## src/rtl/cobra_exec_ctrl_if.sv

```systemverilog
// Board-debug / core-side signal bundle for cobra_exec_ctrl.
// The slave modport is the sequencer; the master modport is whatever drives it.
interface cobra_exec_ctrl_if #(
  parameter int CNT_W = 32
);
  logic             run_i;
  logic             halt_i;
  logic             step_i;
  logic             bp_en_i;
  logic [31:0]      bp_addr_i;
  logic [31:0]      pc_i;
  logic [31:0]      instr_i;
  logic             sw_valid_i;
  logic             core_en_o;
  logic             sw_ack_o;
  logic [2:0]       state_o;
  logic             halted_o;
  logic [CNT_W-1:0] retired_o;
  logic             wdt_o;

  modport master (
    output run_i, halt_i, step_i, bp_en_i, bp_addr_i, pc_i, instr_i, sw_valid_i,
    input  core_en_o, sw_ack_o, state_o, halted_o, retired_o, wdt_o
  );

  modport slave (
    input  run_i, halt_i, step_i, bp_en_i, bp_addr_i, pc_i, instr_i, sw_valid_i,
    output core_en_o, sw_ack_o, state_o, halted_o, retired_o, wdt_o
  );
endinterface

```

## src/rtl/cobra_exec_ctrl.sv

```systemverilog
// Run/halt/single-step sequencer for CYBERcobra with PC breakpoint and switch-wait stall.
// Optional WAIT_SW watchdog is enabled by defining COBRA_EXEC_CTRL_WDT_EN.
module cobra_exec_ctrl #(
  parameter int CNT_W      = 32,
  parameter int WDT_CYCLES = 1000
) (
  input logic             clk_i,
  input logic             rst_i,
  cobra_exec_ctrl_if.slave bus
);

  typedef enum logic [2:0] {
    IDLE    = 3'd0,
    RUN     = 3'd1,
    STEP    = 3'd2,
    WAIT_SW = 3'd3,
    BREAK   = 3'd4
  } state_e;

  state_e           state_q, state_d;
  logic             step_mode_q, step_mode_d;
  logic             bp_skip_q, bp_skip_d;
  logic [CNT_W-1:0] retired_q, retired_d;
  logic             commit, ack;
  logic             sw_instr, bp_hit;
  logic             unused_instr_bits;

  assign sw_instr = (bus.instr_i[31:30] == 2'b00) && (bus.instr_i[29:28] == 2'b10);
  assign bp_hit   = bus.bp_en_i && (bus.pc_i == bus.bp_addr_i) && !bp_skip_q;
  assign unused_instr_bits = ^bus.instr_i[27:0];

`ifdef COBRA_EXEC_CTRL_WDT_EN
  localparam int WDT_W = $clog2(WDT_CYCLES + 1);
  localparam logic [WDT_W-1:0] WDT_LAST = WDT_W'(WDT_CYCLES - 1);
  logic [WDT_W-1:0] wdt_cnt_q;
  logic             wdt_d, wdt_q;
`endif

  always_comb begin
    state_d     = state_q;
    step_mode_d = step_mode_q;
    bp_skip_d   = bp_skip_q;
    commit      = 1'b0;
    ack         = 1'b0;
`ifdef COBRA_EXEC_CTRL_WDT_EN
    wdt_d       = 1'b0;
`endif
    case (state_q)
      IDLE: begin
        if (bus.run_i)       state_d = RUN;
        else if (bus.step_i) state_d = STEP;
      end
      RUN, STEP: begin
        if (bus.halt_i) begin
          state_d = IDLE;
        end else if (bp_hit) begin
          state_d = BREAK;
        end else if (sw_instr && !bus.sw_valid_i) begin
          state_d     = WAIT_SW;
          step_mode_d = (state_q == STEP);
        end else begin
          commit    = 1'b1;
          ack       = sw_instr;
          bp_skip_d = 1'b0;
          state_d   = (state_q == STEP) ? IDLE : RUN;
        end
      end
      WAIT_SW: begin
        if (bus.halt_i) begin
          state_d = IDLE;
        end else if (bus.sw_valid_i) begin
          commit    = 1'b1;
          ack       = 1'b1;
          bp_skip_d = 1'b0;
          state_d   = step_mode_q ? IDLE : RUN;
        end else begin
`ifdef COBRA_EXEC_CTRL_WDT_EN
          if (wdt_cnt_q == WDT_LAST) begin
            state_d = IDLE;
            wdt_d   = 1'b1;
          end
`endif
        end
      end
      BREAK: begin
        // bp_skip lets the breakpointed instruction retire once on resume
        if (bus.halt_i) begin
          state_d   = IDLE;
          bp_skip_d = 1'b0;
        end else if (bus.run_i) begin
          state_d   = RUN;
          bp_skip_d = 1'b1;
        end else if (bus.step_i) begin
          state_d   = STEP;
          bp_skip_d = 1'b1;
        end
      end
      default: state_d = IDLE;
    endcase
    retired_d = retired_q + {{(CNT_W-1){1'b0}}, commit};
  end

  always_ff @(posedge clk_i) begin
    if (rst_i) begin
      state_q     <= IDLE;
      step_mode_q <= 1'b0;
      bp_skip_q   <= 1'b0;
      retired_q   <= '0;
    end else begin
      state_q     <= state_d;
      step_mode_q <= step_mode_d;
      bp_skip_q   <= bp_skip_d;
      retired_q   <= retired_d;
    end
  end

`ifdef COBRA_EXEC_CTRL_WDT_EN
  // Count stalled cycles only while waiting; any other state re-arms the counter
  always_ff @(posedge clk_i) begin
    if (rst_i) begin
      wdt_cnt_q <= '0;
      wdt_q     <= 1'b0;
    end else begin
      wdt_q <= wdt_d;
      if (state_q != WAIT_SW)      wdt_cnt_q <= '0;
      else if (!bus.sw_valid_i)    wdt_cnt_q <= wdt_cnt_q + 1'b1;
    end
  end
  assign bus.wdt_o = wdt_q;
`else
  assign bus.wdt_o = 1'b0;
`endif

  // The core commits on the same edge, so a reset edge must suppress the commit
  assign bus.core_en_o = commit && !rst_i;
  assign bus.sw_ack_o  = ack && !rst_i;
  assign bus.state_o   = state_q;
  assign bus.halted_o  = (state_q == IDLE) || (state_q == BREAK);
  assign bus.retired_o = retired_q;

endmodule

```

## src/flat_wrapper.sv

```systemverilog
// flat-port wrapper written by rule: the top's interface ports become plain ports
module cobra_exec_ctrl_flat 
#(
  parameter int CNT_W      = 32,
  parameter int WDT_CYCLES = 1000
)
  (clk_i, rst_i, bus_run_i, bus_halt_i, bus_step_i, bus_bp_en_i, bus_bp_addr_i, bus_pc_i, bus_instr_i, bus_sw_valid_i, bus_core_en_o, bus_sw_ack_o, bus_state_o, bus_halted_o, bus_retired_o, bus_wdt_o);
  cobra_exec_ctrl_if #(.CNT_W(CNT_W)) bus_i ();
  input logic clk_i;
  input logic rst_i;
  input wire logic [$bits(bus_i.run_i)-1:0] bus_run_i;
  input wire logic [$bits(bus_i.halt_i)-1:0] bus_halt_i;
  input wire logic [$bits(bus_i.step_i)-1:0] bus_step_i;
  input wire logic [$bits(bus_i.bp_en_i)-1:0] bus_bp_en_i;
  input wire logic [$bits(bus_i.bp_addr_i)-1:0] bus_bp_addr_i;
  input wire logic [$bits(bus_i.pc_i)-1:0] bus_pc_i;
  input wire logic [$bits(bus_i.instr_i)-1:0] bus_instr_i;
  input wire logic [$bits(bus_i.sw_valid_i)-1:0] bus_sw_valid_i;
  output wire logic [$bits(bus_i.core_en_o)-1:0] bus_core_en_o;
  output wire logic [$bits(bus_i.sw_ack_o)-1:0] bus_sw_ack_o;
  output wire logic [$bits(bus_i.state_o)-1:0] bus_state_o;
  output wire logic [$bits(bus_i.halted_o)-1:0] bus_halted_o;
  output wire logic [$bits(bus_i.retired_o)-1:0] bus_retired_o;
  output wire logic [$bits(bus_i.wdt_o)-1:0] bus_wdt_o;
  assign bus_i.run_i = bus_run_i;
  assign bus_i.halt_i = bus_halt_i;
  assign bus_i.step_i = bus_step_i;
  assign bus_i.bp_en_i = bus_bp_en_i;
  assign bus_i.bp_addr_i = bus_bp_addr_i;
  assign bus_i.pc_i = bus_pc_i;
  assign bus_i.instr_i = bus_instr_i;
  assign bus_i.sw_valid_i = bus_sw_valid_i;
  assign bus_core_en_o = bus_i.core_en_o;
  assign bus_sw_ack_o = bus_i.sw_ack_o;
  assign bus_state_o = bus_i.state_o;
  assign bus_halted_o = bus_i.halted_o;
  assign bus_retired_o = bus_i.retired_o;
  assign bus_wdt_o = bus_i.wdt_o;
  cobra_exec_ctrl #(.CNT_W(CNT_W), .WDT_CYCLES(WDT_CYCLES)) u_core (.clk_i(clk_i), .rst_i(rst_i), .bus(bus_i));
endmodule
```

## config.mk

```make
export PLATFORM = sky130hd
export DESIGN_NAME = cobra_exec_ctrl_flat
export DESIGN_NICKNAME = d
export VERILOG_FILES = /design/src/rtl/cobra_exec_ctrl_if.sv /design/src/rtl/cobra_exec_ctrl.sv /design/src/flat_wrapper.sv
export SDC_FILE = /design/constraint.sdc
export NUM_CORES = 1
export LEC_CHECK = 0
export CAP_MARGIN = 20
export CORE_ASPECT_RATIO = 0.5
export CORE_MARGIN = 2
export CORE_UTILIZATION = 39
export DETAILED_ROUTE_END_ITERATION = 10
export GPL_TIMING_DRIVEN = 1
export PLACE_DENSITY_LB_ADDON = 0.25
export SETUP_SLACK_MARGIN = 0.15
export SYNTH_ARGS = -nofsm -noshare
export SYNTH_HDL_FRONTEND = slang
export SYNTH_SLANG_ARGS = --single-unit
```

## constraint.sdc

```tcl
create_clock -name clk_i -period 6.2 [get_ports clk_i]
set_clock_uncertainty 0.15 [all_clocks]
set_input_delay 1.24 -clock clk_i [delete_from_list [all_inputs] [get_ports clk_i]]
set_output_delay 1.24 -clock clk_i [all_outputs]
set_load 0.1 [all_outputs]
```

### Yosys cells after proc, flatten, opt, wreduce, memory -nomap -nowiden

Index checks and enable logic that the tools add are counted.

* register bits after elaboration: 37
* bits in read-only memories: 0
* input port bits: 103
* bits in writable memories: 0
* bits in latches: 0
* memories kept: 0

* add/subtract/negate cells: 1
* eq/ne operators: 13
* $mul: 0
* order comparisons: 0
* muxes and demuxes: 30
* divide/modulo/power cells: 0
* reduce and logical (&&, ||, !) cells: 16
* shift operators: 0
* bitwise operators: 2

Operator list (count)
* $add 32x1->32: 1
* $eq 32x32->1: 1
* $mux 3: 8
* $mux 1: 18
* $pmux 3 s4: 1
* $ne 2x2->1 const B: 5
* $reduce_and 7->1: 1
* $eq 3x2->1 const B: 2
* $logic_and 1x1->1: 6
* $ne 4x4->1 const B: 1
* $pmux 1 s2: 2
* $reduce_and 4->1: 1
* $eq 3x1->1 const B: 1
* $eq 3x3->1 const B: 1
* $logic_not 1->1: 3
* $logic_not 3->1: 1
* $ne 3x3->1 const B: 1
* $pmux 1 s3: 1
* $reduce_bool 3->1: 1
* $eq 2x2->1 const B: 1
* $logic_not 2->1: 1
* $not 1->1: 2
* $reduce_or 2->1: 1
* $logic_or 1x1->1: 1

### Logic depth before layout (Yosys ltp)

Gate-level depths: netlist (run 1).

* word-level depth: 8
* depth in mapped cells: 13

### Worst setup path after synthesis (run 1)

Ideal clock, no wire load.

* path type: input-to-output
* start point: in bus_instr_i[31]
* end point: out bus_sw_ack_o
* buffers on the path: 0
* slack: 0.613 ns
* stages: 4
* required time: 4.810 ns
* arrival time: 4.197 ns
* cells stage by stage: or4b_1 > nor2_1 > a21oi_1 > nor3b_1

* word-level cells in the longest chain between the ends: 8

Ends and longest elaborated chain
* start: declaration: line flat_wrapper.sv:17 `input wire logic [$bits(bus_i.instr_i)-1:0] bus_instr_i;`
* $logic_not 2->1 (*): line cobra_exec_ctrl.sv:28 `assign sw_instr = (bus.instr_i[31:30] == 2'b00) && (bus.instr_i[29:28] == 2'b10);`
* $logic_and 1x1->1 (*): line cobra_exec_ctrl.sv:28
* $logic_and 1x1->1: line cobra_exec_ctrl.sv:58 `end else if (sw_instr && !bus.sw_valid_i) begin`
* $mux 1 (*): line cobra_exec_ctrl.sv:58
* $mux 1 (*): line cobra_exec_ctrl.sv:56 `end else if (bp_hit) begin`
* $mux 1 (*): line cobra_exec_ctrl.sv:54 `if (bus.halt_i) begin`
* $pmux 1 s2 (*): line cobra_exec_ctrl.sv:48 `case (state_q)`
* $logic_and 1x1->1 (*): line cobra_exec_ctrl.sv:136 `assign bus.sw_ack_o = ack && !rst_i;`
* end: declaration: line flat_wrapper.sv:20 `output wire logic [$bits(bus_i.sw_ack_o)-1:0] bus_sw_ack_o;`

Mark *: on every way between the ends. The rest lies on a longest branch, timed or not.

### Final worst setup path (run 1)

* start point: in bus_pc_i[12]
* end point: out bus_core_en_o

* word-level cells in the longest chain between the ends: 7

Ends and longest elaborated chain
* start: declaration: line flat_wrapper.sv:16 `input wire logic [$bits(bus_i.pc_i)-1:0] bus_pc_i;`
* $eq 32x32->1: line cobra_exec_ctrl.sv:29 `assign bp_hit = bus.bp_en_i && (bus.pc_i == bus.bp_addr_i) && !bp_skip_q;`
* $logic_and 1x1->1 (2 in series): line cobra_exec_ctrl.sv:29
* $mux 1: line cobra_exec_ctrl.sv:56
* $mux 1: line cobra_exec_ctrl.sv:54
* $pmux 1 s2: line cobra_exec_ctrl.sv:48
* $logic_and 1x1->1: line cobra_exec_ctrl.sv:135 `assign bus.core_en_o = commit && !rst_i;`
* end: declaration: line flat_wrapper.sv:19 `output wire logic [$bits(bus_i.core_en_o)-1:0] bus_core_en_o;`

Every way passes these cells.

==> reports/metrics.csv, run 1 <==
stage,metric,value,unit
clock_tree,worst-case clock buffer depth,2,
yosys,mean area per synthesized cell,8.395,sq um
sta,number of hold-slack violations in the final timing report,0,
critical_path,data arrival time of the worst path,3.21,ns
clock_tree,worst-skew pair later-pin latency,0.28,ns
yosys,number of instances in the synthesized netlist,262,
global_route,Overall Global Routing Usage,0.1977,
clock_tree,Post-CTS Setup Repair Bufs,0,
place,dpl cells,439,
power,Lkg Pwr,1.259,nW
place,placed cell area,3367,sq um
power,Total Power Consumption,0.6507,mW
yosys,most frequent cells after synthesis,"37 x dfxtp_1, 34 x nor2_1, 34 x xnor2_1, 23 x xor2_1, 17 x nand3_1",
clock_tree,hold buffer count at cts,0,
clock_tree,clock buffers created by TritonCTS,5,
routing,violation count after the first detailed-route iteration,121,
place,setup slack after placement,1.570,ns
critical_path,Worst path slowest cell,clkdlybuf4s50_1,
yosys,Synth Cell Area,2200,sq um
sta,upper clock frequency limit,217.3,MHz
floorplanning,area of the core,5468,sq um
routing,drt total wl,5954,um
critical_path,startpoint-to-endpoint class of the critical path,in2out,
yosys,Netlist cell types,45,
yosys,leading area contributor after synthesis,dfxtp_1,
place,number of buffers inserted by port buffering,112,
global_route,via count of the first global-routing pass,2245,
global_route,GR Util met1,0.2246,
yosys,total nets after synthesis,367,
critical_path,kind of launch point of the worst setup path,input pin,
global_route,wire length of the first global-routing pass,9867,um
global_route,met3 Resource Use GR,0.07200,
sta,final hold slack,0.3529,ns
critical_path,kind of end point of the critical path,primary output,
cells_and_area,fill cell count,480,
routing,routed wirelength normalized by instance count,13.32,um
power,maximum vdd drop,154.3,uV
cells_and_area,final standard cell count with taps included and fillers excluded,447,
sta,worst path setup slack after routing,1.597,ns
yosys,largest cells by area after synthesis,"dfxtp_1 34%, xnor2_1 14%, xor2_1 9.2%",
yosys,async set or reset register ratio after synthesis,0,
sta,Final min period,4.603,ns
sta,part of the cycle the worst path needs,0.7424,
yosys,"Warnings, synthesis",0,
routing,post-detailed-route DRC marker count,0,
sta,aggregate negative setup slack,0,ns
sta,Pins Over Slew Limit,0,
sta,unrepaired setup endpoints after global routing,false,
cells_and_area,ANT cells,0,
routing,Final ANT Viol Nets,0,
yosys,number of flops mapped to enable cells by yosys,0,
routing,Via Count,2236,
yosys,most common cell in the netlist,dfxtp_1,
clock_tree,TritonCTS clock tree,built,
yosys,sequential cell area fraction in the yosys report,0.3367,
clock_tree,clock transition at the registers of the reported paths,0.06,ns
clock_tree,number of levels the H-tree was split into,2,
critical_path,cell breakdown of the critical path,clkdlybuf4s50_1 -> xnor2_1 -> nand4_1 -> nor4_1 -> nand4_1 -> o211ai_1 -> a21oi_1 -> buf_4,
yosys,Synth Flop Type,dfxtp_1,
global_route,met2 usage,0.3541,
critical_path,Worst EP required,4.81,ns
cells_and_area,fin area,3525,sq um
clock_tree,Root Buffer,clkbuf_16,
critical_path,Worst Path Max Fanout,8,
global_route,Congestion Overflow GR,0,
floorplanning,Die Span X,110.2,um
sta,total of endpoints with negative setup slack in the final report,0,
cells_and_area,share of post-route cells with drive strength above 1,0.05348,
floorplanning,row count,19,
min_path,Min-Delay Path Class,reg2reg,
critical_path,stage delay of the slowest cell on the critical path,0.48,ns
cells_and_area,utilization of the core after routing,0.6446,
sta,max_slew headroom,0.3375,
cells_and_area,Post-layout nets,478,
clock_tree,total of cells resized after clock tree synthesis,0,
sta,worst slew pin tran,0.9907,ns
floorplanning,IO Count,142,
floorplanning,effective utilization at floorplan,0.4023,
critical_path,library cell appearing most often on the critical path,nand4_1,
routing,drt pass-1 iters,4,
clock_tree,sinks on the clock net,37,
cells_and_area,layout-stage area growth over the synthesis result,60.24,%
global_route,number of antenna violations at the first check in global routing,0,
place,weighted congestion at the end of routability-driven global placement,0.7802,
global_route,"Most Used Layer, Global Route",met2,
floorplanning,overall die height,57.11,um
place,final HPWL from detailed placement,4780,um
power,power density over cell area,184.6,nW/um^2
routing,via/cell ratio,5.002,
global_route,pin count of the biggest net entering global routing,40,
yosys,synthesis-stage register bit count,37,
floorplanning,die area,6293,sq um
job,number of maximum-capacitance constraint violations,0,
yosys,top-area cell type share of the netlist area,0.3367,
status,outcome,"finished, final reports clean",
==> cells in the final DEF, fill, tap and decap left out, drive strengths merged <==
cell           count
a221oi             1
or4b               2
a2111oi            1
xnor2             34
clkinv             1
a21oi              9
nor4               4
nand4             15
inv                6
buf                3
clkdlybuf4s50    110
xor2              23
dfxtp             37
and2               2
nor3b              2
o22ai              2
a31o               1
conb               1
ha                 2
nand2             15
nor3               6
a211oi             1
clkbuf             7
o211ai             2
or2                2
o21ai              7
o211a              1
or3                4
nand3             20
nand3b             1
and4               3
nor2b              7
and3               5
nor4b              1
nand2b             1
nor2              34
a222oi             1
==> metal layers <==
metal / part of all wire / up-vias
met5: 0 / -
met4: 0.0039 / 0
met3: 0.087 / 2
met2: 0.52 / 68
met1: 0.39 / 1039
li1: - / 1127
==> final timing paths <==
check | slack [ns] | depth (start not counted) | endpoint | from
max | 1.60 | 8 | bus_core_en_o | bus_pc_i[12]
min | 0.35 | 2 | u_core.bus.retired_o[21] | u_core.bus.retired_o[21]
max reg2reg | 3.28 | 12 | u_core.bus.retired_o[22] | u_core.bp_skip_q
min reg2reg | 0.35 | 2 | u_core.bus.retired_o[21] | u_core.bus.retired_o[21]
==> registers in the layout, indices dropped and copies added, names as in the netlist <==
signal                count
u_core.bp_skip_q          1
u_core.bus.retired_o     32
u_core.bus.state_o        3
u_core.step_mode_q        1
==> worst max-delay path, delay by kind of cell <==
family                    cells  cell delay [ns]
and+or+nand+nor               3             0.77
buffers and inverters         2             0.73
AOI/OAI and AO/OA             2             0.34
xor gates and xnor gates      1             0.13
==> area by class of cell <==
class | count | area [sq um] | share of cell area
repair buffers | 113 | 1124 | 0.3188
clock buffers | 7 | 152.6 | 0.04331
flip-flops and latches | 37 | 740.7 | 0.2102
clock inverters | 1 | 5.005 | 0.001420
multi-input cells | 210 | 1389 | 0.3940
inverters | 6 | 22.52 | 0.006390
well taps | 73 | 91.34 | 0.02591
==> power by group <==
part           internal [mW]  switching (mW)
combinational         0.0710          0.0677
clock                  0.170          0.0965
sequential             0.241         0.00435
==> cells by family (layout without fill, tap and decap cells) <==
family | after synthesis | in the layout | synth area share
AO/OA/AOI/OAI | 26 | 26 | 0.07338
XOR/XNOR | 57 | 57 | 0.2270
adder cells (fa/ha/maj) | 2 | 2 | 0.01137
buffers and inverters | 15 | 127 | 0.03185
flip-flops | 37 | 37 | 0.3367
other | 1 | 1 | 0.001705
AND/OR/NAND/NOR | 124 | 124 | 0.3180
Power figures use the tool's default switching activity.
==> inputs of run 2 (changes only) <==
--- a/config.mk
+++ b/config.mk
@@ -8,7 +8,7 @@
 export CAP_MARGIN = 20
 export CORE_ASPECT_RATIO = 0.5
 export CORE_MARGIN = 2
-export CORE_UTILIZATION = 39
+export CORE_UTILIZATION = 37
 export DETAILED_ROUTE_END_ITERATION = 10
 export GPL_TIMING_DRIVEN = 1
 export PLACE_DENSITY_LB_ADDON = 0.25
==> constraint.sdc (replaced) <==
create_clock -name clk_i -period 4.65 [get_ports clk_i]
set_clock_uncertainty 0.15 [all_clocks]
set_input_delay 0.93 -clock clk_i [delete_from_list [all_inputs] [get_ports clk_i]]
set_output_delay 0.93 -clock clk_i [all_outputs]
set_load 0.1 [all_outputs]
==> reports/metrics.csv, run 2 (synthesis results as in run 1) <==
stage,metric,value,unit
power,power density over cell area,267.1,nW/um^2
routing,Via Count,2242,
sta,number of hold-slack violations in the final timing report,0,
global_route,number of antenna violations at the first check in global routing,0,
global_route,Congestion Overflow GR,0,
sta,Final min period,3.806,ns
clock_tree,hold buffer count at cts,0,
floorplanning,effective utilization at floorplan,0.3921,
routing,routed wirelength normalized by instance count,13.47,um
cells_and_area,fill cell count,477,
power,Lkg Pwr,1.282,nW
critical_path,cell depth of the worst flop-to-flop path,11,
cells_and_area,final standard cell count with taps included and fillers excluded,448,
routing,Final ANT Viol Nets,0,
cells_and_area,share of post-route cells with drive strength above 1,0.05867,
routing,violation count after the first detailed-route iteration,77,
status,outcome,finished with violations,
place,dpl cells,440,
floorplanning,overall die height,58.52,um
clock_tree,TritonCTS clock tree,built,
routing,via/cell ratio,5.004,
critical_path,capture point of the worst path,bus_sw_ack_o,
floorplanning,die area,6615,sq um
place,weighted congestion at the end of routability-driven global placement,0.7975,
sta,part of the cycle the worst path needs,0.8186,
sta,total of endpoints with negative setup slack in the final report,0,
floorplanning,IO Count,142,
critical_path,cell breakdown of the critical path,clkdlybuf4s50_1 -> xnor2_1 -> nand4_1 -> nor4_1 -> nand4_1 -> buf_4 -> a21oi_1 -> nor3b_2 -> buf_4,
floorplanning,area of the core,5610,sq um
cells_and_area,ANT cells,0,
critical_path,reg2reg setup slack,1.80,ns
critical_path,data arrival time of the worst path,2.73,ns
cells_and_area,Largest register FFs,32,
sta,worst slew pin tran,0.9912,ns
cells_and_area,layout-stage area growth over the synthesis result,63.03,%
critical_path,Worst Path Max Fanout,8,
sta,Pins Over Slew Limit,0,
critical_path,startpoint-to-endpoint class of the critical path,in2out,
critical_path,kind of launch point of the worst setup path,input pin,
power,Total Power Consumption,0.9578,mW
floorplanning,row count,19,
floorplanning,Die Span X,113.0,um
critical_path,worst r2r dst,u_core.bus.retired_o[30],
power,maximum vdd drop,137.0,uV
clock_tree,clock buffers created by TritonCTS,5,
clock_tree,worst-case clock buffer depth,2,
routing,drt total wl,6033,um
cells_and_area,Post-layout nets,479,
clock_tree,number of levels the H-tree was split into,2,
sta,aggregate negative setup slack,0,ns
cells_and_area,"commonest non-fill, non-tap cell in the layout",clkdlybuf4s50_1,
critical_path,kind of end point of the critical path,primary output,
min_path,Min-Delay Path Class,reg2reg,
clock_tree,sinks on the clock net,37,
place,number of buffers inserted by port buffering,112,
clock_tree,Root Buffer,clkbuf_16,
job,number of maximum-capacitance constraint violations,0,
global_route,wire length of the first global-routing pass,9708,um
sta,max_slew headroom,0.3371,
global_route,Overall Global Routing Usage,0.1824,
critical_path,Critical path origin,bus_pc_i[2],
global_route,pin count of the biggest net entering global routing,35,
routing,drt pass-1 iters,7,
routing,post-detailed-route DRC marker count,3,
clock_tree,Post-CTS Setup Repair Bufs,0,
sta,upper clock frequency limit,262.7,MHz
critical_path,Worst EP required,3.57,ns
critical_path,stage delay of the slowest cell on the critical path,0.48,ns
cells_and_area,most used cells in the layout excluding fill and tap cells,"110 x clkdlybuf4s50_1, 37 x dfxtp_1, 34 x xnor2_1, 34 x nor2_1, 23 x xor2_1",
status,violated checks,design-rule violations,
clock_tree,total of cells resized after clock tree synthesis,0,
sta,unrepaired setup endpoints after global routing,false,
clock_tree,worst-skew pair later-pin latency,0.28,ns
place,final HPWL from detailed placement,4813,um
clock_tree,clock transition at the registers of the reported paths,0.06,ns
critical_path,worst flop-to-flop path startpoint,u_core.bus.state_o[1],
global_route,via count of the first global-routing pass,2208,
critical_path,Worst path slowest cell,clkdlybuf4s50_1,
## run 2: changes by cell type in the layout (fill, tap and decap cells not counted), sizes merged
cell    before  now
bufinv       0    2
inv          6    7
clkbuf       7    5
clkinv       1    0
buf          3    4
## run 2: critical path: cells and delay by family
family / cells / cell delay (ns)
xor+xnor: 1 / 0.12
buf+inv: 3 / 0.90
simple gates: 4 / 0.59
compound gates: 1 / 0.17
## run 2: worst min path at each step
| stage | start | end | slack (ns) | cells after the start |
|---|---|---|---|---|
| 2_1_floorplan | u_core.bp_skip_q | u_core.bp_skip_q | 0.35 | 2 |
| 3_3_place_gp | u_core.bus.retired_o[21] | u_core.bus.retired_o[21] | 0.33 | 2 |
| 3_5_place_dp | u_core.bus.retired_o[21] | u_core.bus.retired_o[21] | 0.34 | 2 |
| 4_1_cts | u_core.bus.retired_o[21] | u_core.bus.retired_o[21] | 0.35 | 2 |
| 5_1_grt | u_core.bus.retired_o[21] | u_core.bus.retired_o[21] | 0.38 | 2 |
| 6_report | u_core.bus.retired_o[21] | u_core.bus.retired_o[21] | 0.35 | 2 |
## run 2: power breakdown
part,internal (mW),switching [mW],leakage [nW]
clock network,0.309,0.133,0.0944
registers,0.321,0.00624,0.299
logic,0.0963,0.0918,0.889
total,0.727,0.231,1.28
## run 2: area by class of cell
class | count | area (sq um) | share of cell area
multi-input combinational | 210 | 1394 | 0.3887
timing repair buffer | 114 | 1144 | 0.3189
sequential | 37 | 740.7 | 0.2066
clock buffer | 5 | 125.1 | 0.03489
tap | 73 | 91.34 | 0.02547
clock inverter | 3 | 68.82 | 0.01919
inverter | 6 | 22.52 | 0.006281
## run 2: per-layer routing
layer	track usage	wire length, um	up-vias
met5	0	0	-
met4	0.05226	70	0
met3	0.06900	523	9
met2	0.3430	2968	67
met1	0.1961	2470	1031
li1	-	-	1135
## run 2: stage by stage
step                instance area, sq um  setup slack, ns    util  hold slack (ns)
global route                        3586           0.6685  0.6392           0.3752
finish                              3586           0.8437  0.6392           0.3508
CTS                                 3586           0.8254  0.6392           0.3534
floorplan                           2205           0.3677       -           0.3462
detailed placement                  3392           0.7357  0.6046           0.3423
global placement                    3392           0.8012  0.6046           0.3347
==> variant 1: new RTL, config.mk and constraints of run 1 <==
`CNT_W` is set to 32 in 3 places; all go to 64.
--- a/src/rtl/cobra_exec_ctrl_if.sv
+++ b/src/rtl/cobra_exec_ctrl_if.sv
@@ -3,3 +3,3 @@
 interface cobra_exec_ctrl_if #(
-  parameter int CNT_W = 32
+  parameter int CNT_W = 64
 );
--- a/src/rtl/cobra_exec_ctrl.sv
+++ b/src/rtl/cobra_exec_ctrl.sv
@@ -3,3 +3,3 @@
 module cobra_exec_ctrl #(
-  parameter int CNT_W      = 32,
+  parameter int CNT_W      = 64,
   parameter int WDT_CYCLES = 1000
--- a/src/flat_wrapper.sv
+++ b/src/flat_wrapper.sv
@@ -3,3 +3,3 @@
 #(
-  parameter int CNT_W      = 32,
+  parameter int CNT_W      = 64,
   parameter int WDT_CYCLES = 1000
Interface: changed (resized bus_retired_o); port bits go from 142 to 174. No check against the original RTL was run, so the function may have changed too.
==> variant 1 against run 1 <==
- sequential cell count up 32
- critical endpoint is now bus_sw_ack_o
- non-clock buffer count grew 32
- global-route usage fell by 1.2 points
- setup slack worse by 160 ps
- power up 66%
- cell area grew 54%
- via count grew 57%
- register-to-register slack got worse by 640 ps
- area after synthesis rose by 66%
- die area grew 62%
- hold slack worse by 1.4 ps
- routed wire length is 60% higher
==> variant 1: results <==
metrics = {
    "cts": {
        "clock_latency_ps": 330,
        "cts_made_buffers": 9,
        "post_cts_resized": 0,
        "cts_max_level": 3,
        "post_cts_buffers": 0,
        "clk_pin_slew_ps": 50,
        "clockBufferDepth": 2,
        "ctsRootBufferMaster": "clkbuf_16",
    },
    "pwr": {
        "p_leak_nw": 1.86,
        "vdd_drop_max_v": 0.000137,
        "power_switching_mw": 0.251,
    },
    "critical_path": {
        "cp.arrival_ps": 3370,
        "cp_max_fo": 6,
        "cpPeakStageDelay_ps": 510,
        "cp_slowest_cell": "or3_1",
        "start_kind": "input pin",
        "critical_path.top_delay_family": "simple AND/OR/NAND/NOR gates",
    },
    "min_path": {
        "hold_class": "reg2reg",
    },
    "routing": {
        "dr.pass1.iters": 4,
        "via_per_inst": 5.07,
        "wl_per_cell_um": 13.7,
        "drtIter0Drc": 146,
    },
    "global_routing": {
        "grt_max_degree": 72,
        "grt_pass1_wl_um": 15300,
        "antenna_found_initial": 0,
        "grt_pass1_vias": 3247,
        "grtUsageTotal_pct": 18.6,
    },
    "job": {
        "max_cap_viol_count": 0,
    },
    "placed_design": {
        "post-place-ws_ps": 1360,
        "gp_congestion": 0.823,
        "dp_hpwl_um": 7040,
        "port_buffers": 144,
    },
    "finish": {
        "drive_gt1_share_pct": 5.37,
        "largest_reg_flops": 64,
        "diodes": 0,
        "final_nets": 679,
        "final.fill_count": 824,
    },
    "synthesis": {
        "async_flop_share_pct": 0,
        "synth_area_leaders": "dfxtp_1 38%, xor2_1 13%, xnor2_1 7.7%",
        "ys_types": 43,
        "ys_top_cells_by_count": "69 x dfxtp_1, 69 x nor2_1, 54 x xor2_1",
        "ys_seq_area_share_pct": 37.9,
        "synthesis.nets": 541,
        "yosysWarningCount": 0,
    },
    "sta": {
        "worst_pin_slew_ps": 993,
    },
    "outcome": {
        "status": "finished, final reports clean",
    },
}
[variant 1: cell types whose count changed after synthesis, moves of 4 or more]
cell / change
xor2_1: +31
nand3_1: +4
nor3_1: +9
or3_1: +6
nor2_1: +35
dfxtp_1: +32
clkbuf_1: +9
nor4_1: +17
and4_1: +5
a21oi_1: +8
nand2_1: +17
[variant 1: path summary, 6_finish.rpt]
kind	cells after the start	from	endpoint	slack, ps
min	2	u_core.bus.retired_o[39]$_SDFF_PP0_	u_core.bus.retired_o[39]$_SDFF_PP0_	350
max	8	bus_bp_addr_i[25]	bus_sw_ack_o	1440
max reg2reg	11	u_core.bus.state_o[0]$_SDFFE_PP0P_	u_core.bus.retired_o[57]$_SDFF_PP0_	2640
min reg2reg	2	u_core.bus.retired_o[39]$_SDFF_PP0_	u_core.bus.retired_o[39]$_SDFF_PP0_	350
[variant 1: final cells by class]
class | count | area share, %
Inverter | 9 | 0.622
Tap cell | 117 | 2.69
Multi-Input combinational cell | 340 | 39.6
Clock inverter | 2 | 0.645
Timing Repair Buffer | 145 | 26.5
Sequential cell | 69 | 25.4
Clock buffer | 12 | 4.53
[variant 1: metal layers]
metal  up-vias  global-route usage, %  routed length [um]
met5         -                      0                   0
li1       1768                      -                   -
met3         8                   4.88                 560
met2        91                   32.8                4510
met4         0                   6.11                  92
met1      1653                   22.5                4340
[variant 1: logic make-up (layout without fill, tap and decap cells)]
logic type               count (synthesis)  count (layout)  share of synthesized area, %
AO/OA/AOI/OAI                           31              31                          4.74
AND/OR/NAND/NOR                        219             219                          32.6
adder cells (fa/ha/maj)                  2               2                         0.686
buffers and inverters                   27             168                          3.02
multiplexers                             1               1                         0.275
other                                    1               1                         0.103
flip-flops                              69              69                          37.9
XOR/XNOR                                86              86                          20.7
[variant 1: worst min-delay path, delay by kind of cell (launching register included)]
| kind | cells | cell delay (ps) |
|---|---|---|
| AOI/OAI and AO/OA | 2 | 130 |
| DFF | 1 | 320 |
[variant 1: stage by stage]
step / area, um^2 / total power [mW] / hold slack (ps) / cells
after floorplan: 3640 / 0.530 / 305 / 436
after global placement: 5150 / 0.595 / 334 / 680
after detailed placement: 5150 / 0.596 / 352 / 680
after CTS: 5440 / 1.09 / 359 / 694
after global routing: 5440 / 1.12 / 405 / 694
final: 5440 / 1.08 / 351 / 694
[variant 1: power by group through the flow]
stage                     logic (mW)  clock network [mW]  registers, mW
after floorplan               0.0519                   0          0.478
after global placement         0.136                   0          0.459
after detailed placement       0.137                   0          0.459
after CTS                      0.138               0.505          0.450
after global routing           0.146               0.525          0.450
final                          0.137               0.493          0.450
==> variant 2: new RTL, flow settings as in run 1 <==
Without the edit above. Build with the macro `COBRA_EXEC_CTRL_WDT_EN` defined.
--- a/src/rtl/cobra_exec_ctrl.sv
+++ b/src/rtl/cobra_exec_ctrl.sv
@@ -2,2 +2,4 @@
 // Optional WAIT_SW watchdog is enabled by defining COBRA_EXEC_CTRL_WDT_EN.
+`define COBRA_EXEC_CTRL_WDT_EN
+
 module cobra_exec_ctrl #(
Behaviour: same outputs for any inputs over 10 cycles, from zero or initial values and one cycle with rst_i high; that may be too few to reach the edited logic, so the function may still have changed.
==> variant 2 against run 1 <==
- power is 11% higher
- setup slack got worse by 210 ps
- highest routed layer unchanged
- sequential cell count increased by 11
- via count rose by 15%
- sequential share of layout area rose by 3.3 points
- area after synthesis increased by 18%
- critical path depth unchanged
- cell area is 12% higher
- synthesized cell count increased by 18%
- largest power group is now registers
- first-iteration DRC count is 14% higher
- routed wire length up 17%
==> variant 2: results <==
metrics = {
    "global_routing": {
        "grt_max_degree": 43,
        "grt_pass1_wl_um": 10900,
        "grt_pass1_vias": 2476,
        "grt_use_met1_pct": 19.3,
        "grtUsageTotal_pct": 18.7,
        "gr-usage-met2_pct": 37.4,
        "use_met3_pct": 5.93,
    },
    "critical_path": {
        "cp_slowest_cell": "or4_1",
        "cpPeakStageDelay_ps": 650,
        "cp_max_fo": 6,
        "cp-startpoint": "bus_bp_addr_i[8]",
        "r2r_start": "u_core.bus.state_o[0]$_SDFFE_PP0P_",
        "r2r_slack_ps": 2800,
        "reg2reg_to": "u_core.bus.retired_o[28]$_SDFF_PP0_",
    },
    "routing": {
        "drt-met1-wl_um": 2660,
        "routed-wl-met2_um": 3640,
        "via_per_inst": 5.07,
        "wl_met3_um": 528,
        "drtIter0Drc": 138,
        "finalWirelength_um": 6970,
    },
    "min_path": {
        "min_to": "u_core.bus.retired_o[22]$_SDFF_PP0_",
        "min_from": "u_core.bus.retired_o[22]$_SDFF_PP0_",
    },
    "finish": {
        "layout.cells.non_filler": 507,
        "drive_gt1_share_pct": 3.10,
        "final_nets": 527,
    },
    "pwr": {
        "p_leak_nw": 1.37,
        "power_switching_mw": 0.161,
        "vdd_drop_max_v": 0.000110,
    },
    "placed_design": {
        "port_buffers": 113,
        "place_area_um2": 3800,
        "post-place-ws_ps": 1240,
        "placedCellCount": 501,
        "dp_hpwl_um": 5630,
        "gp_congestion": 0.819,
    },
    "synthesis": {
        "ys_types": 38,
        "ys_top_cells_by_count": "48 x dfxtp_1, 45 x xor2_1, 43 x nor2_1",
        "ys_seq_area_share_pct": 37.1,
        "synthesis.nets": 415,
        "syn_inst": 308,
        "synth_area_leaders": "dfxtp_1 37%, xor2_1 15%, xnor2_1 6.4%",
    },
    "outcome": {
        "status": "finished, final reports clean",
    },
    "sta": {
        "fin_hold_ws_ps": 347,
        "worst_pin_slew_ps": 993,
    },
}
variant 2: critical path: cells and delay by family:
family                    cells  cell delay (ps)
and+or+nand+nor               4             1270
buffers and inverters         2              670
xor gates and xnor gates      1              160
AOI/OAI and AO/OA             1               70
variant 2: worst max-delay path by stage:
stage,to,slack [ps],depth (start not counted)
finish,bus_core_en_o,1390,8
floorplan,bus_sw_ack_o,1480,7
CTS,bus_core_en_o,1360,8
global route,bus_core_en_o,1240,8
detailed placement,u_core.bus.retired_o[30]$_SDFF_PP0_,1240,15
global placement,u_core.bus.retired_o[30]$_SDFF_PP0_,1290,15
variant 2: cells by family after synthesis:
group                    after synthesis  share of synthesized area (%)
flip-flops                            48                           37.1
AO/OA/AOI/OAI                         31                           7.01
AND/OR/NAND/NOR                      143                           29.1
buffers and inverters                 16                           2.37
multiplexers                           2                          0.821
adder cells (fa/ha/maj)                4                           1.93
XOR/XNOR                              64                           21.6
variant 2: area by class of cell:
| cell class | count | area (um^2) | area share [%] |
|---|---|---|---|
| multi-input combinational | 244 | 1570 | 39.7 |
| timing repair buffer | 114 | 1130 | 28.7 |
| sequential | 48 | 961 | 24.3 |
| clock buffer | 5 | 125 | 3.16 |
| tap | 88 | 110 | 2.78 |
| clock inverter | 1 | 30.0 | 0.759 |
| inverter | 7 | 26.3 | 0.665 |
variant 2: power by group through the flow:
| stage | combinational [mW] | clock (mW) | sequential [mW] |
|---|---|---|---|
| 2_1_floorplan | 0.0413 | 0 | 0.332 |
| 3_3_place_gp | 0.113 | 0 | 0.321 |
| 3_5_place_dp | 0.115 | 0 | 0.321 |
| 4_1_cts | 0.116 | 0.295 | 0.314 |
| 5_1_grt | 0.123 | 0.308 | 0.315 |
| 6_report | 0.115 | 0.290 | 0.314 |
